File: src/rtl/wq_fetch_arbiter_if.sv
// Fetch request/return bundle between the wave-queue fetch arbiter (master)
// and the instruction fetch unit (slave).
interface wq_fetch_arbiter_if;
   logic       fetch_valid;
   logic [5:0] fetch_wf_id;
   logic       fetch_ready;
   logic       fetch_ret_valid;
   logic [5:0] fetch_ret_wf_id;

   modport master (
      output fetch_valid, fetch_wf_id,
      input  fetch_ready, fetch_ret_valid, fetch_ret_wf_id
   );

   modport slave (
      input  fetch_valid, fetch_wf_id,
      output fetch_ready, fetch_ret_valid, fetch_ret_wf_id
   );
endinterface

File: src/rtl/wq_fetch_arbiter.sv
// Round-robin fetch arbiter over wavefront slots with one fetch in flight per slot
// and a global outstanding cap. Define WQ_FETCH_ARB_PERF_EN to add perf counters.
module wq_fetch_arbiter #(
   parameter int NUM_WF          = 40,
   parameter int MAX_OUTSTANDING = 4
) (
   input  logic                clk,
   input  logic                rst,
   wq_fetch_arbiter_if.master  fetch_if,
   input  logic [NUM_WF-1:0]   wf_valid,
   input  logic [NUM_WF-1:0]   stop_fetch,
   output logic [NUM_WF-1:0]   q_vtail_incr,
   output logic [3:0]          outstanding,
   output logic                err_spurious_ret
`ifdef WQ_FETCH_ARB_PERF_EN
   ,
   output logic [31:0]         perf_grants,
   output logic [31:0]         perf_cap_stalls
`endif
);

   typedef enum logic {IDLE, REQ} state_t;

   state_t              state_q;
   logic                fetch_valid_q;
   logic [5:0]          fetch_wf_id_q;
   logic [5:0]          last_grant_q;
   logic [NUM_WF-1:0]   pending_q, pending_d;
   logic [NUM_WF-1:0]   q_vtail_q;
   logic [3:0]          outstanding_q, outstanding_d;
   logic                err_q;

   logic [NUM_WF-1:0]   eligible;
   logic                pick_found;
   logic [5:0]          pick_id;
   logic                hs;
   logic                ret_in_range;
   logic                ret_hit;
   logic                cap_ok;
   logic [NUM_WF-1:0]   grant_onehot;

   function automatic logic [5:0] rr_idx(input logic [5:0] base, input int off);
      int s;
      s = int'(base) + off;
      if (s >= NUM_WF) s = s - NUM_WF;
      return 6'(s);
   endfunction

   assign eligible     = wf_valid & ~stop_fetch & ~pending_q;
   assign hs           = fetch_valid_q & fetch_if.fetch_ready;
   assign ret_in_range = int'(fetch_if.fetch_ret_wf_id) < NUM_WF;
   assign ret_hit      = fetch_if.fetch_ret_valid & ret_in_range
                         & pending_q[fetch_if.fetch_ret_wf_id];
   assign cap_ok       = int'(outstanding_q) < MAX_OUTSTANDING;
   assign grant_onehot = {{(NUM_WF-1){1'b0}}, 1'b1} << fetch_wf_id_q;

   // Search starts one past the last grant so every slot gets a turn.
   always_comb begin
      // NOTE: defaults first so no path through the loop can infer a latch.
      pick_found = 1'b0;
      pick_id    = '0;
      for (int off = 1; off <= NUM_WF; off++) begin
         if (!pick_found && eligible[rr_idx(last_grant_q, off)]) begin
            pick_found = 1'b1;
            pick_id    = rr_idx(last_grant_q, off);
         end
      end
   end

   // A same-slot return is never a hit (pending is clear while in REQ), so the set wins.
   always_comb begin
      pending_d = pending_q;
      if (ret_hit) pending_d[fetch_if.fetch_ret_wf_id] = 1'b0;
      if (hs)      pending_d[fetch_wf_id_q]            = 1'b1;
      outstanding_d = outstanding_q;
      case ({hs, ret_hit})
         2'b10:   outstanding_d = outstanding_q + 4'd1;
         2'b01:   outstanding_d = outstanding_q - 4'd1;
         default: outstanding_d = outstanding_q;
      endcase
   end

   // NOTE: non-blocking assignments keep every register update order-independent.
   always_ff @(posedge clk or negedge rst) begin
      if (!rst) begin
         state_q       <= IDLE;
         fetch_valid_q <= 1'b0;
         fetch_wf_id_q <= '0;
         last_grant_q  <= 6'(NUM_WF - 1);
         pending_q     <= '0;
         q_vtail_q     <= '0;
         outstanding_q <= '0;
         err_q         <= 1'b0;
      end else begin
         pending_q     <= pending_d;
         outstanding_q <= outstanding_d;
         q_vtail_q     <= '0;
         if (fetch_if.fetch_ret_valid && !ret_hit) err_q <= 1'b1;
         case (state_q)
            IDLE: begin
               if (pick_found && cap_ok) begin
                  fetch_valid_q <= 1'b1;
                  fetch_wf_id_q <= pick_id;
                  state_q       <= REQ;
               end
            end
            REQ: begin
               if (fetch_if.fetch_ready) begin
                  fetch_valid_q <= 1'b0;
                  last_grant_q  <= fetch_wf_id_q;
                  q_vtail_q     <= grant_onehot;
                  state_q       <= IDLE;
               end
            end
            default: state_q <= IDLE;
         endcase
      end
   end

`ifdef WQ_FETCH_ARB_PERF_EN
   logic [31:0] perf_grants_q;
   logic [31:0] perf_cap_stalls_q;

   always_ff @(posedge clk or negedge rst) begin
      if (!rst) begin
         perf_grants_q     <= '0;
         perf_cap_stalls_q <= '0;
      end else begin
         if (hs) perf_grants_q <= perf_grants_q + 32'd1;
         if (state_q == IDLE && pick_found && !cap_ok)
            perf_cap_stalls_q <= perf_cap_stalls_q + 32'd1;
      end
   end

   assign perf_grants     = perf_grants_q;
   assign perf_cap_stalls = perf_cap_stalls_q;
`endif

   assign fetch_if.fetch_valid = fetch_valid_q;
   assign fetch_if.fetch_wf_id = fetch_wf_id_q;
   assign q_vtail_incr         = q_vtail_q;
   assign outstanding          = outstanding_q;
   assign err_spurious_ret     = err_q;

endmodule

File: src/flat_wrapper.sv
// flat-port wrapper written by rule: the top's interface ports become plain ports
module wq_fetch_arbiter_flat 
#(
   parameter int NUM_WF          = 40,
   parameter int MAX_OUTSTANDING = 4
)
  (clk, rst, wf_valid, stop_fetch, q_vtail_incr, outstanding, err_spurious_ret, fetch_if_fetch_valid, fetch_if_fetch_wf_id, fetch_if_fetch_ready, fetch_if_fetch_ret_valid, fetch_if_fetch_ret_wf_id);
  wq_fetch_arbiter_if fetch_if_i ();
  input  logic clk;
  input  logic rst;
  input  logic [NUM_WF-1:0] wf_valid;
  input  logic [NUM_WF-1:0] stop_fetch;
  output logic [NUM_WF-1:0] q_vtail_incr;
  output logic [3:0] outstanding;
  output logic err_spurious_ret;
  output wire logic [$bits(fetch_if_i.fetch_valid)-1:0] fetch_if_fetch_valid;
  output wire logic [$bits(fetch_if_i.fetch_wf_id)-1:0] fetch_if_fetch_wf_id;
  input wire logic [$bits(fetch_if_i.fetch_ready)-1:0] fetch_if_fetch_ready;
  input wire logic [$bits(fetch_if_i.fetch_ret_valid)-1:0] fetch_if_fetch_ret_valid;
  input wire logic [$bits(fetch_if_i.fetch_ret_wf_id)-1:0] fetch_if_fetch_ret_wf_id;
  assign fetch_if_fetch_valid = fetch_if_i.fetch_valid;
  assign fetch_if_fetch_wf_id = fetch_if_i.fetch_wf_id;
  assign fetch_if_i.fetch_ready = fetch_if_fetch_ready;
  assign fetch_if_i.fetch_ret_valid = fetch_if_fetch_ret_valid;
  assign fetch_if_i.fetch_ret_wf_id = fetch_if_fetch_ret_wf_id;
  wq_fetch_arbiter #(.NUM_WF(NUM_WF), .MAX_OUTSTANDING(MAX_OUTSTANDING)) u_core (.clk(clk), .rst(rst), .fetch_if(fetch_if_i), .wf_valid(wf_valid), .stop_fetch(stop_fetch), .q_vtail_incr(q_vtail_incr), .outstanding(outstanding), .err_spurious_ret(err_spurious_ret));
endmodule
File: config.mk
export PLATFORM = sky130hd
export DESIGN_NAME = wq_fetch_arbiter_flat
export DESIGN_NICKNAME = d
export VERILOG_FILES = /design/src/rtl/wq_fetch_arbiter_if.sv /design/src/rtl/wq_fetch_arbiter.sv /design/src/flat_wrapper.sv
export SDC_FILE = /design/constraint.sdc
export NUM_CORES = 1
export LEC_CHECK = 0
export CORE_MARGIN = 2
export CORE_UTILIZATION = 45
export DETAILED_ROUTE_END_ITERATION = 8
export DONT_BUFFER_PORTS = 1
export RECOVER_POWER = 100
export SLEW_MARGIN = 20
export SYNTH_ARGS = -nofsm -noshare
export SYNTH_HDL_FRONTEND = slang
export SYNTH_SLANG_ARGS = --single-unit
File: constraint.sdc
create_clock -name clk -period 6.8 [get_ports clk]
set_clock_uncertainty 0.15 [all_clocks]
set_input_delay 1.36 -clock clk [delete_from_list [all_inputs] [get_ports clk]]
set_output_delay 1.36 -clock clk [all_outputs]
set_load 0.05 [all_outputs]
* Word level (Yosys, flattened, before mapping) *
Index checks and enable logic that the tools add are counted.

word-level totals
  flip-flop bits (word level) = 99
  output and inout port bits = 52
  logic and storage cells = 496

operators by class
  add/subtract/negate cells = 82
  order comparisons = 86
  equality and inequality tests = 4
  shifts and indexed selects = 1
  mux-type cells = 217
  bitwise operators = 11
  reduce and logical (&&, ||, !) cells = 87

operators with widths
  kind                  count
  $mux 6                80
  $lt 6x7->1 const B    42
  $ge 7x6->1 const B    40
  $bmux 1 s6            41
  $sub 6x6->6 const B   40
  $mux 40               4
  $and 40x40->40        3
  $not 40->40           3
  $add 6x5->7 const B   16
  $mux 1                87
  $add 6x6->7 const B   9
  $add 6x4->7 const B   8
  $logic_and 1x1->1     43
  $logic_not 1->1       40
  $or 40x40->40         1
  $shl 1x6->40 const A  1
  $add 6x3->7 const B   4
  $add 6x2->7 const B   2
  $demux 1 s6           2
  $ge 6x1->1 const B    2
  $pmux 4 s2            1
  $add 6x1->7 const B   1
  $lt 6x6->1 const B    1
  $reduce_and 2->1      3
  11 further kinds      14

* Logic depth before layout (Yosys ltp) *
  depth after elaboration = 126
  depth in mapped cells = 29
  gate-level depth less buffers = 22

* Worst setup path before layout *
Ideal clock, no wire load.

  path type = register to register
  start = register u_core.last_grant_q[2]
  end = register u_core.fetch_wf_id_q[0] (netlist: u_core.fetch_if.fetch_wf_id[0])
  library setup time = 0.125 ns
  arrival = 6.071 ns
  required time = 6.525 ns
  setup slack = 0.454 ns
  stages on the path, launching flop included = 24
  path buffers = 6
  period minus slack after synthesis = 6.346 ns
  path through = dfstp_2 buf_6 buf_6 clkinv_1 clkbuf_1 ha_1 buf_2 xnor2_1 inv_2 ha_1 o21ai_1 a21oi_2 xnor2_1 mux4_2 a21oi_1 nand3_2 nor3_4 nand4_1 or4_1 buf_2 nor3b_2 nor4_2 buf_4 mux2_2

between the ends
  word-level cells in the longest chain between the ends = 125
  elaborated cells between the ends (all ways) = 400

RTL lines
  what                                       line                     text
  start: declaration                         wq_fetch_arbiter.sv:27   logic [5:0] last_grant_q;
  start signal: assignment                   wq_fetch_arbiter.sv:89   last_grant_q <= 6'(NUM_WF - 1);
  start signal: assignment                   wq_fetch_arbiter.sv:110  last_grant_q <= fetch_wf_id_q;
  $add 6x1->7                                wq_fetch_arbiter.sv:44   s = int'(base) + off;
  $sub 6x6->6 or $ge 7x6->1 (tied branches)  wq_fetch_arbiter.sv:45   if (s >= NUM_WF) s = s - NUM_WF;
  $mux 6                                     wq_fetch_arbiter.sv:45
  $bmux 1 s6                                 wq_fetch_arbiter.sv:63   if (!pick_found && eligible[rr_idx(last_grant_q, off)]) begin
  $mux 1 (not written as such)               wq_fetch_arbiter.sv:63
  $mux 1                                     wq_fetch_arbiter.sv:63
  $logic_not 1->1                            wq_fetch_arbiter.sv:63
  $logic_and 1x1->1                          wq_fetch_arbiter.sv:63
  (+109 left out)                            -
  $logic_not 1->1                            wq_fetch_arbiter.sv:63
  $logic_and 1x1->1                          wq_fetch_arbiter.sv:63
  $mux 1                                     wq_fetch_arbiter.sv:63
  $logic_not 1->1                            wq_fetch_arbiter.sv:63
  $logic_and 1x1->1                          wq_fetch_arbiter.sv:63
  $mux 1                                     wq_fetch_arbiter.sv:63
  $logic_and 1x1->1                          wq_fetch_arbiter.sv:101  if (pick_found && cap_ok) begin
  $reduce_and 2->1 (no line)                 -
  end signal: assignment                     wq_fetch_arbiter.sv:103  fetch_wf_id_q <= pick_id;
  end: declaration                           wq_fetch_arbiter.sv:26   logic [5:0] fetch_wf_id_q;

Several ways; a longest one is shown, not always the timed one. The select of a mux whose other input is x is not followed.
A chain may end at the register's enable or synchronous reset.

* Final worst setup path *
  start = register u_core.last_grant_q[2]
  end = register u_core.fetch_wf_id_q[2] (netlist: u_core.fetch_if.fetch_wf_id[2])

The elaborated chain is that of the path after synthesis.

==> reports/results.ini <==
[run_status]
status = completed

[synth]
synth_fa_ha_area_share_pct = 4.54
synth-edff-count = 0
syn-num-nets = 2503
syn-instance-count = 2348
ys_warn_count = 0
synthMuxAreaShare_pct = 12.9
synth-compound-area-share_pct = 30.8
syn_area_sq_mm = 0.0182
ys_seq_area_share_pct = 13.6
ys_ff_latch = 99
synth_top_flop_cell = dfrtp_1
synth_xor_xnor_area_share_pct = 3.96
synth_top_family_by_area = compound AO/OA/AOI/OAI gates
synth_area_per_cell_sq_um = 7.77
yosys.area_share.simple_pct = 28.2
synth-async-reset-ratio_pct = 100
ys_types = 129

[setup_path]
reg2reg_from = u_core.last_grant_q[2]
rrSetupSlack_ns = 0.04
crit_fanout = 11
worstSetupPathType = flop to flop
critPathArrivalTime_ns = 6.85
crit_path_start_kind = flop
required_ns = 6.89
timing.critical_path.to_type = flop
r2r_end = u_core.fetch_if.fetch_wf_id[2]
rr_worst_depth = 18

[clock_network]
cts.sinks = 99
clk_latency_ns = 0.36
holdBufCountCts = 0
h-tree-depth = 3
cts_inserted_buffers = 9
cts_tree = done
clk_pin_slew_ns = 0.08
clock_path_buffers = 2
root_buffer = clkbuf_16

[final_layout]
fillCellCount = 3924
fin_nets = 2552
drive_above_1_share_pct = 18.1
syn_to_final_growth_pct = 9.16

[grt]
grtUsageTotal_pct = 44.0
grt_pass1_wl_microns = 137000
grt_pass1_vias = 20100
antenna_found_initial = 4
grt_max_degree = 100
grt_overflow = 0

[min_path]
hold_start = u_core.pending_q[18]
holdPathStages = 2
holdCritPathClass = flop to flop
min_to = u_core.pending_q[18]

[timing]
finalSetupViolations = 0
period_share_pct = 99.4
post-route-min-period_ns = 6.76
timing.fmax_mhz = 148
report.final.hold_viol_count = 0
rsz0062_at_grt = no
slew_viol_final = 0
setup_tns_ns = 0
worstMarginPinSlew_ns = 1.10
relSlewSlack_pct = 26.0

[route]
num_vias = 21600
drt_iter0_markers = 2931
ant_nets = 0
first_pass_iters = 6
vias_per_cell = 7.39
routed_wl_microns = 95500
wire_per_inst_microns = 32.6
drc = 0

[flow_run]
cap_viol_max_count = 0

[floorplan]
die_width_microns = 205
die_h_microns = 205
initial_utilization_pct = 45.7
io_pins = 142
coreArea_sq_mm = 0.0399
rows = 73
dieArea_sq_mm = 0.0422

[placement]
port_buffers = 0
routabilityCongestion = 1.20
hpwl_microns = 75600

metal layers:
layer | track usage (%) | wire length [microns] | vias to the layer above
met1 | 56.2 | 35900 | 10500
met5 | 0 | 36 | -
met3 | 10.1 | 11800 | 357
met2 | 67.2 | 40500 | 1545
met4 | 27.7 | 7350 | 6
li1 | - | - | 9232
stage by stage:
| step | area (sq um) | cells | utilization (%) | worst slack, ns | hold slack (ns) |
|---|---|---|---|---|---|
| finish | 19900 | 2928 | 49.9 | 0.0397 | 0.410 |
| global route | 19900 | 2927 | 49.9 | 0.00268 | 0.457 |
| CTS | 19800 | 2922 | 49.5 | 0.0444 | 0.408 |
| detailed placement | 19400 | 2906 | 48.7 | 0.0424 | 0.389 |
| global placement | 19400 | 2906 | 48.7 | 0.136 | 0.376 |
| floorplan | 18200 | 2348 | - | 0.454 | 0.337 |
kinds of logic (layout without fill, tap and decap cells):
family	after synthesis	in the layout
mux	173	173
flops	99	99
xor+xnor	70	70
simple gates	926	926
compound gates	800	800
other cells	0	1
fa+ha+maj	65	65
buf+inv	215	269
how the worst max path moves through the flow:
stage / start / endpoint / slack, ns / cells past startpoint
2_1_floorplan: u_core.last_grant_q[2] / u_core.fetch_if.fetch_wf_id[0] / 0.45 / 23
6_report: u_core.last_grant_q[2] / u_core.fetch_if.fetch_wf_id[2] / 0.04 / 18
4_1_cts: u_core.last_grant_q[2] / u_core.fetch_if.fetch_wf_id[2] / 0.04 / 21
5_1_grt: u_core.last_grant_q[2] / u_core.fetch_if.fetch_wf_id[5] / 0.003 / 25
3_5_place_dp: u_core.last_grant_q[2] / u_core.fetch_if.fetch_wf_id[2] / 0.04 / 21
3_3_place_gp: u_core.last_grant_q[2] / u_core.fetch_if.fetch_wf_id[4] / 0.14 / 20
cells in the mapped netlist (20+ instances only):
master / count / share of area, %
a211oi_1: 32 / 1.3
a21oi_1: 125 / 3.4
a22oi_1: 20 / 0.82
a31oi_1: 32 / 1.1
and2_1: 39 / 1.3
and3_1: 26 / 0.89
buf_2: 32 / 0.88
buf_6: 23 / 1.4
clkbuf_1: 48 / 0.99
dfrtp_1: 95 / 13
ha_1: 63 / 4.3
inv_1: 69 / 1.4
mux2_2: 38 / 2.3
mux2i_1: 88 / 4.8
mux4_2: 44 / 5.4
nand2_1: 180 / 3.7
nand2b_1: 35 / 1.2
nand3_1: 81 / 2.2
nand4_1: 29 / 0.99
nor2_1: 205 / 4.2
nor2b_1: 29 / 0.99
nor3_1: 52 / 1.4
nor3b_1: 45 / 1.9
nor4_1: 26 / 0.89
o2111ai_1: 21 / 1.0
o211ai_1: 34 / 1.4
o21ai_0: 192 / 5.3
o22ai_1: 25 / 0.86
o31ai_1: 27 / 1.1
or3_1: 30 / 1.0
or3b_2: 33 / 1.6
xnor2_1: 53 / 2.5
layout by cell type, fill, tap and decap left out, types with 18 or more instances in the layout:
cell and instances:
nor3_1 52, buf_4 157, or3b_2 33, ha_1 60, nor4_1 25, o2111ai_1 21, mux2i_1 87, and3_1 26
nand2b_1 35, a31oi_1 30, nand3b_1 18, mux4_2 44, o21ai_0 190, xnor2_1 52, mux2_2 38, a21oi_1 124
nor2b_1 29, o31ai_1 27, nand2_1 180, inv_1 69, nor4b_1 18, o211ai_1 34, nand4_1 29, a21o_1 19
a211oi_1 31, a22oi_1 20, dfrtp_1 94, nor2_1 205, nand3_1 81, or3_1 29, and2_1 39, nor3b_1 45
o22ai_1 25
what timing repair did:
item | in CTS | in global routing
endpoints found under the setup margin | 0 | 6
buffers inserted | 0 | 3
resized for setup | 0 | 25
registers in the layout (all words and copies together), names as in the netlist:
signal and count:
u_core.pending_q 40, u_core.outstanding 4, u_core.fetch_if.fetch_wf_id 6, u_core.fetch_if.fetch_valid 1, u_core.q_vtail_incr 40, u_core.state_q 1
u_core.err_spurious_ret 1, u_core.last_grant_q 6
worst max-delay path: stages, from the launching register on:
cell and delay [ns]:
dfstp_2 0.71, clkinvlp_4 0.32, ha_1 0.62, nor2b_1 0.46, o21ai_0 0.23, o211ai_1 0.52, nor2_1 0.29, a222oi_1 0.45
o221a_2 0.39, nand3_2 0.19, nor4_1 0.32, buf_4 0.27, nand4_1 0.36, a21oi_1 0.32, a2111oi_0 0.10, a311oi_1 0.28
a211oi_1 0.13, o41ai_1 0.39, a21oi_1 0.12
final cells by class:
| cell class | instances | area, sq um | share of cell area, % |
|---|---|---|---|
| clock buffer | 9 | 225 | 1.13 |
| multi-input combinational | 2034 | 14800 | 74.2 |
| antenna | 1 | 2.50 | 0.0126 |
| inverter | 85 | 323 | 1.62 |
| sequential | 99 | 2490 | 12.5 |
| timing repair buffer | 167 | 1360 | 6.82 |
| tap | 525 | 657 | 3.30 |
| clock inverter | 7 | 88.8 | 0.446 |
| timing repair inverter | 1 | 5.00 | 0.0251 |
Power is not shown: default switching activity piles up to over one toggle a cycle in this logic, so the estimate is an artifact.
